<file path="src/rtl/vga_axi4_rd_dma.sv">
// AXI4 read DMA that streams one video frame from memory into a FWFT pixel FIFO.
// One burst is outstanding at a time, and a burst is only requested when the FIFO can absorb all of it.
module vga_axi4_rd_dma #(
  parameter int unsigned BURST_LEN  = 16,
  parameter int unsigned FIFO_DEPTH = 64,
  parameter logic [3:0]  AR_ID      = 4'd0
) (
  input  logic        aclk,
  input  logic        areset,
  input  logic        en_i,
  input  logic        frame_start_i,
  input  logic [31:0] base_addr_i,
  input  logic [31:0] frame_bytes_i,
  output logic [3:0]  arid,
  output logic [31:0] araddr,
  output logic [7:0]  arlen,
  output logic [2:0]  arsize,
  output logic [1:0]  arburst,
  output logic        arvalid,
  input  logic        arready,
  input  logic [3:0]  rid,
  input  logic [63:0] rdata,
  input  logic [1:0]  rresp,
  input  logic        rlast,
  input  logic        rvalid,
  output logic        rready,
  output logic        pix_valid_o,
  output logic [63:0] pix_data_o,
  input  logic        pix_ready_i,
  output logic        busy_o,
  output logic        done_o,
  output logic        err_o
);
  localparam int unsigned DATA_W      = 64;
  localparam int unsigned BURST_BYTES = BURST_LEN * 8;
  localparam int unsigned PTR_W       = (FIFO_DEPTH > 1) ? $clog2(FIFO_DEPTH) : 1;
  localparam int unsigned LVL_W       = $clog2(FIFO_DEPTH + 1);

  typedef enum logic [1:0] {IDLE, AR, R} state_t;

  state_t            state;
  logic [31:0]       cur_addr;
  logic [31:0]       burst_cnt;
  logic [31:0]       burst_cnt_dec;
  logic [7:0]        beat_cnt;
  logic [DATA_W-1:0] fifo_mem [FIFO_DEPTH];
  logic [PTR_W-1:0]  wr_ptr;
  logic [PTR_W-1:0]  rd_ptr;
  logic [LVL_W-1:0]  level;
  logic [LVL_W-1:0]  level_nxt;
  logic              push;
  logic              pop;
  logic              last_beat;
  logic              beat_err;
  logic              space_nxt;

  assign araddr        = cur_addr;
  assign push          = rvalid && rready;
  assign pop           = pix_valid_o && pix_ready_i;
  assign pix_valid_o   = (level != '0);
  assign pix_data_o    = fifo_mem[rd_ptr];
  assign busy_o        = (state != IDLE) || pix_valid_o;
  assign last_beat     = (beat_cnt == 8'(BURST_LEN - 1));
  assign burst_cnt_dec = burst_cnt - 32'd1;
  assign beat_err      = (rresp != 2'b00) || (rid != AR_ID) || (rlast != last_beat);

  always_comb begin
    level_nxt = level;
    case ({push, pop})
      2'b10:   level_nxt = level + LVL_W'(1);
      2'b01:   level_nxt = level - LVL_W'(1);
      default: level_nxt = level;
    endcase
  end

  // Space is judged on next cycle's level so arvalid can rise straight out of a burst end.
  assign space_nxt = (LVL_W'(FIFO_DEPTH) - level_nxt) >= LVL_W'(BURST_LEN);

  always_ff @(posedge aclk) begin
    if (push) fifo_mem[wr_ptr] <= rdata;
  end

  always_ff @(posedge aclk) begin
    if (areset) begin
      state     <= IDLE;
      arvalid   <= 1'b0;
      rready    <= 1'b0;
      done_o    <= 1'b0;
      err_o     <= 1'b0;
      cur_addr  <= '0;
      burst_cnt <= '0;
      beat_cnt  <= '0;
      arlen     <= '0;
      arsize    <= '0;
      arburst   <= '0;
      arid      <= '0;
      wr_ptr    <= '0;
      rd_ptr    <= '0;
      level     <= '0;
    end else begin
      done_o <= 1'b0;
      level  <= level_nxt;
      if (push) wr_ptr <= wr_ptr + PTR_W'(1);
      if (pop)  rd_ptr <= rd_ptr + PTR_W'(1);

      unique case (state)
        IDLE: begin
          if (frame_start_i && en_i && (frame_bytes_i != '0)) begin
            state     <= AR;
            cur_addr  <= base_addr_i;
            burst_cnt <= frame_bytes_i / 32'(BURST_BYTES);
            arlen     <= 8'(BURST_LEN - 1);
            arsize    <= 3'd3;
            arburst   <= 2'b01;
            arid      <= AR_ID;
            arvalid   <= space_nxt;
          end
        end
        AR: begin
          if (arvalid && arready) begin
            state    <= R;
            arvalid  <= 1'b0;
            rready   <= 1'b1;
            beat_cnt <= '0;
            cur_addr <= cur_addr + 32'(BURST_BYTES);
          end else if (!arvalid) begin
            arvalid <= space_nxt;
          end
        end
        R: begin
          if (push) begin
            if (beat_err) err_o <= 1'b1;
            beat_cnt <= beat_cnt + 8'd1;
            // The beat count, not rlast, closes the burst so a bad slave cannot hang us.
            if (last_beat) begin
              rready    <= 1'b0;
              burst_cnt <= burst_cnt_dec;
              if (!en_i || (burst_cnt_dec == '0)) begin
                state  <= IDLE;
                done_o <= en_i;
              end else begin
                state   <= AR;
                arvalid <= space_nxt;
              end
            end
          end
        end
        default: state <= IDLE;
      endcase
    end
  end
endmodule

</file>
<file path="config.mk">
export PLATFORM = sky130hd
export DESIGN_NAME = vga_axi4_rd_dma
export DESIGN_NICKNAME = d
export VERILOG_FILES = /design/src/rtl/vga_axi4_rd_dma.sv
export SDC_FILE = /design/constraint.sdc
export NUM_CORES = 2
export LEC_CHECK = 0
export CORE_ASPECT_RATIO = 1.4
export CORE_MARGIN = 3
export CORE_UTILIZATION = 35
export DETAILED_ROUTE_END_ITERATION = 8
export PLACE_DENSITY = 0.48
export SYNTH_ARGS = -nofsm -noshare
export SYNTH_HDL_FRONTEND = slang
export SYNTH_SLANG_ARGS = --single-unit
</file>
<file path="constraint.sdc">
create_clock -name aclk -period 8.2 [get_ports aclk]
set_input_delay 0.82 -clock aclk [delete_from_list [all_inputs] [get_ports aclk]]
set_output_delay 0.82 -clock aclk [all_outputs]
set_load 0.02 [all_outputs]
</file>
# Word level (Yosys, flattened, before mapping)
# Memories as Yosys holds them, arrays and structs flattened. A register that Yosys moved wholly into a read port is not among the register bits.
# Cells that the tools add are included.
# classes
addsub	8
magnitude_cmp	1
n_eq_ne	11
muxes	32
bitwise	4
reduce_logical	30
# ops
cell	n
$mux 32	5
$pmux 32 s2	2
$add 32x8->32 const B	1
$logic_not 32->1	1
$reduce_bool 32->1	1
$sub 32x1->32 const B	1
$mux 8	2
$pmux 8 s2	1
$pmux 7 s2	1
$add 6x1->6 const B	2
$mux 1	12
$mux 6	2
$reduce_and 4->1	3
$ne 2x2->1 const B	5
$reduce_bool 2->1	5
$reduce_and 3->1	3
$add 8x1->8 const B	1
$eq 8x4->1 const B	1
$mux 2	4
$add 7x1->7 const B	1
$ge 7x5->1 const B	1
$reduce_bool 7->1	1
$sub 7x1->7 const B	1
$sub 7x7->7 const A	1
16 further kinds	28
# word_totals
regBits	100
ram_bits	4096
in_bits	142
output_inout_bits	119
wordCells	101
n_memories	1
# memory_table
memory	words	word_bits	read_ports	rd_ports_with_merged_regs	write_ports	line	text
fifo_mem	64	64	1	1	1	46	logic [DATA_W-1:0] fifo_mem [FIFO_DEPTH];

# Logic depth before layout (Yosys ltp)
# logic_depth
word_depth	10
mapped_depth	16
ltp_nobuf	13

# Worst setup path after synthesis
# Ideal clock, no wire load.
# synth_path
kind	input port to flip-flop
start	input port rvalid
end	memory fifo_mem[48][0] (enable)
setup_ns	0.565
arrival_time_ns	5.982
required_time_ns	7.635
slack_ns	1.654
cell_stages	6
path_buffers	1
path_cell_list	and2_1 > clkbuf_1 > inv_1 > nor2_1 > nand2_1 > nor3_1
# synth_via
elab_chain_len	3
# synth_lines
item	line	text
from (decl)	25	input logic rvalid,
$logic_and 1x1->1	58	assign push = rvalid && rready;
$mux 1	80	if (push) fifo_mem[wr_ptr] <= rdata;
$mux 1 (not written as such)	80	
to (decl)	46	
# No other way between the ends.

==> results.ini <==
[timing]
post-route-period-util_pct = 73.7
final-setup-viol-count = 0
worst-slew-pin-transition_ns = 1.31
fin_skew_ns = 0.0697
finalCriticalPeriod_ns = 6.04
fmax_ghz = 0.166
rsz0062_at_grt = false
slew_viol_final = 0
timing.final.hold_violations = 0
slew_headroom_pct = 12.9
fin_setup_tns_ns = 0
hold_slack_ns = 0.240

[floorplan]
die_h_um = 809
core.rowCount = 294
initial_core_util_pct = 35.2
die-width_um = 580
core_um2 = 458000
pin_count = 261
die-area_um2 = 469000

[final_layout]
layout_commonest_cell = edfxtp_1
n_fill_cell = 40200
stdcell_area_um2 = 186000
drive_gt1_share_pct = 30.2
nets = 7374
final_cell_mix = edfxtp_1, mux4_2, clkbuf_16
areaGrowthSynthToFinish_pct = 15.1
layout.area.seq_um2 = 125000
multi_input_area_um2 = 35100
final_core_util_pct = 40.5

[drt]
vias = 76400
wl_per_cell_um = 34.9
routed_wl_um = 476000
route.detailed.drc = 0
ant_nets = 0
vias_per_cell = 5.60
drt_iter0_drc = 8033
first_pass_iters = 5

[global_route]
grt_usage_pct = 20.1
grt_pass1_wl_um = 660000
antenna_found_initial = 33
grt_pass1_vias = 79600
grt_max_degree = 112
grt_overflow = 0

[worst_hold_path]
hold_path.class = input pin to flip-flop

[status]
run_status = finished clean

[power_and_ir_drop]
power.leakage_nw = 54.5
p_per_area_nw_per_um2 = 234
peakVddDrop_v = 0.000167

[setup_path]
cp-end-kind = output port
crit_path_end = pix_data_o[59]
ff2ff_setup_slack_ns = 3.73
critPathKind = flip-flop to output port
crit_required_ns = 7.38
crit_arrival_ns = 5.22
r2r-start = rready
startpoint_type = flip-flop
r2r-end = fifo_mem[30][58]
reg2reg_depth = 6
critPathMaxFanout = 53

[synth]
synth.area.top_cells = edfxtp_1, mux4_2, dfxtp_1
synth_ff_type = edfxtp_1
netlist_instances = 6713
synth_edf_count = 4096
syn_area_per_cell_um2 = 24.0
ys_seq_elements = 4200
synth_area_um2 = 161000
synth_seq_area_share_pct = 77.6
yosysUniqueCellTypes = 80
synth_top_cell_area_share_pct = 76.3
yosys.area.top_type = edfxtp_1
synth_warnings = 0
postSynth.asyncResetShare_pct = 0

[placement]
gp_routability_congestion = 0.789
dpl_cell_area_um2 = 172000
dpl.hpwl_um = 249000
place.port_buffers = 250

[clocking]
cts_buffers = 415
tritoncts = done
post_cts_buffers = 0
clockBufferDepth = 4
numClockSinks = 4200
ctsResizeCount = 0
clk_pin_slew_worst_paths_ns = 0.06
h-tree-depth = 5
holdBufCountCts = 0
root_buffer = clkbuf_16
worstSkewPairLatency_ns = 1.00

[flow_run]
cap_violations = 0

## how the worst min path moves through the flow
stage,start,end,slack [ns],cells past startpoint
2_1_floorplan,beat_cnt[7],beat_cnt[7],0.45,1
3_3_place_gp,err_o,err_o,0.48,2
3_5_place_dp,err_o,err_o,0.47,2
4_1_cts,areset,araddr[6],0.13,2
5_1_grt,areset,burst_cnt[13],0.19,2
6_report,areset,burst_cnt[16],0.24,2
## layout make-up
type	count	share of cell area, %
antenna	8	0.0108
clock buffer	521	5.92
clock inverter	242	1.27
inverter	12	0.0243
multi-input combinational	2121	18.9
sequential	4200	67.4
tap	6068	4.09
timing repair buffer	473	2.40
## power breakdown
group	total (mW)	internal, mW	switching (mW)
logic	0.976	0.351	0.625
registers	23.6	23.6	0.0341
clock network	19.0	10.7	8.29
## metrics by stage
stage	setup slack [ns]	cells	total power, mW
final	2.16	13600	43.5
after global routing	1.84	13600	44.9
after CTS	1.90	13600	44.0
after detailed placement	2.75	12900	25.0
after global placement	2.85	12900	25.0
after floorplan	1.65	6722	24.5
## Yosys cell counts (4+ instances only)
cell	instances
buf_2	7
inv_1	12
or4_1	6
a311oi_1	6
nor4_1	25
nand4_1	21
mux2i_1	10
nor3_1	27
or3_1	14
clkbuf_1	287
nor3b_1	7
mux4_2	1344
o22ai_1	9
ha_1	9
and3_1	11
nand2_1	96
a22oi_1	13
and2_1	8
nor2_1	192
a21oi_1	83
xnor2_1	7
a32o_1	4
o21ai_0	61
a211oi_1	13
nor2b_1	7
edfxtp_1	4096
xor2_1	14
nand2b_1	8
a31oi_1	8
dfxtp_1	104
nand3_1	30
buf_1	78
buf_4	17
and4_1	4
o31ai_1	9
## sequential cells by signal, indices dropped and copies added, names as in the netlist, 2 cells and up, named ones only
name and cells:
state 2, level 7, burst_cnt 32, fifo_mem 4096, rd_ptr 6, wr_ptr 6
araddr 32, beat_cnt 8
## routing by layer
layer,vias up,GRT usage (%),routed length [um]
li1,30100,-,-
met1,43200,26.4,192000
met2,2450,35.3,248000
met3,606,3.04,25500
met4,12,4.39,10500
met5,-,0,77
## worst max-delay path: stages (launching register included)
cell and delay (ns):
dfxtp_4 1.12, buf_12 0.40, buf_4 0.52, mux4_2 0.39
mux4_2 0.58, mux4_2 0.49, clkdlybuf4s50_1 0.62
## cell families (layout without fill, tap and decap cells)
group	count (synthesis)	count (layout)	share of synthesized area, %
other	1	18	0.00233
buffers and inverters	401	1248	0.979
AND/OR/NAND/NOR	484	484	1.49
multiplexers	1355	1355	18.8
XOR/XNOR	21	21	0.114
AO/OA/AOI/OAI	242	242	0.931
adder cells (fa/ha/maj)	9	9	0.0698
flip-flops	4200	4200	77.6
(Power assumes the default switching activity.)
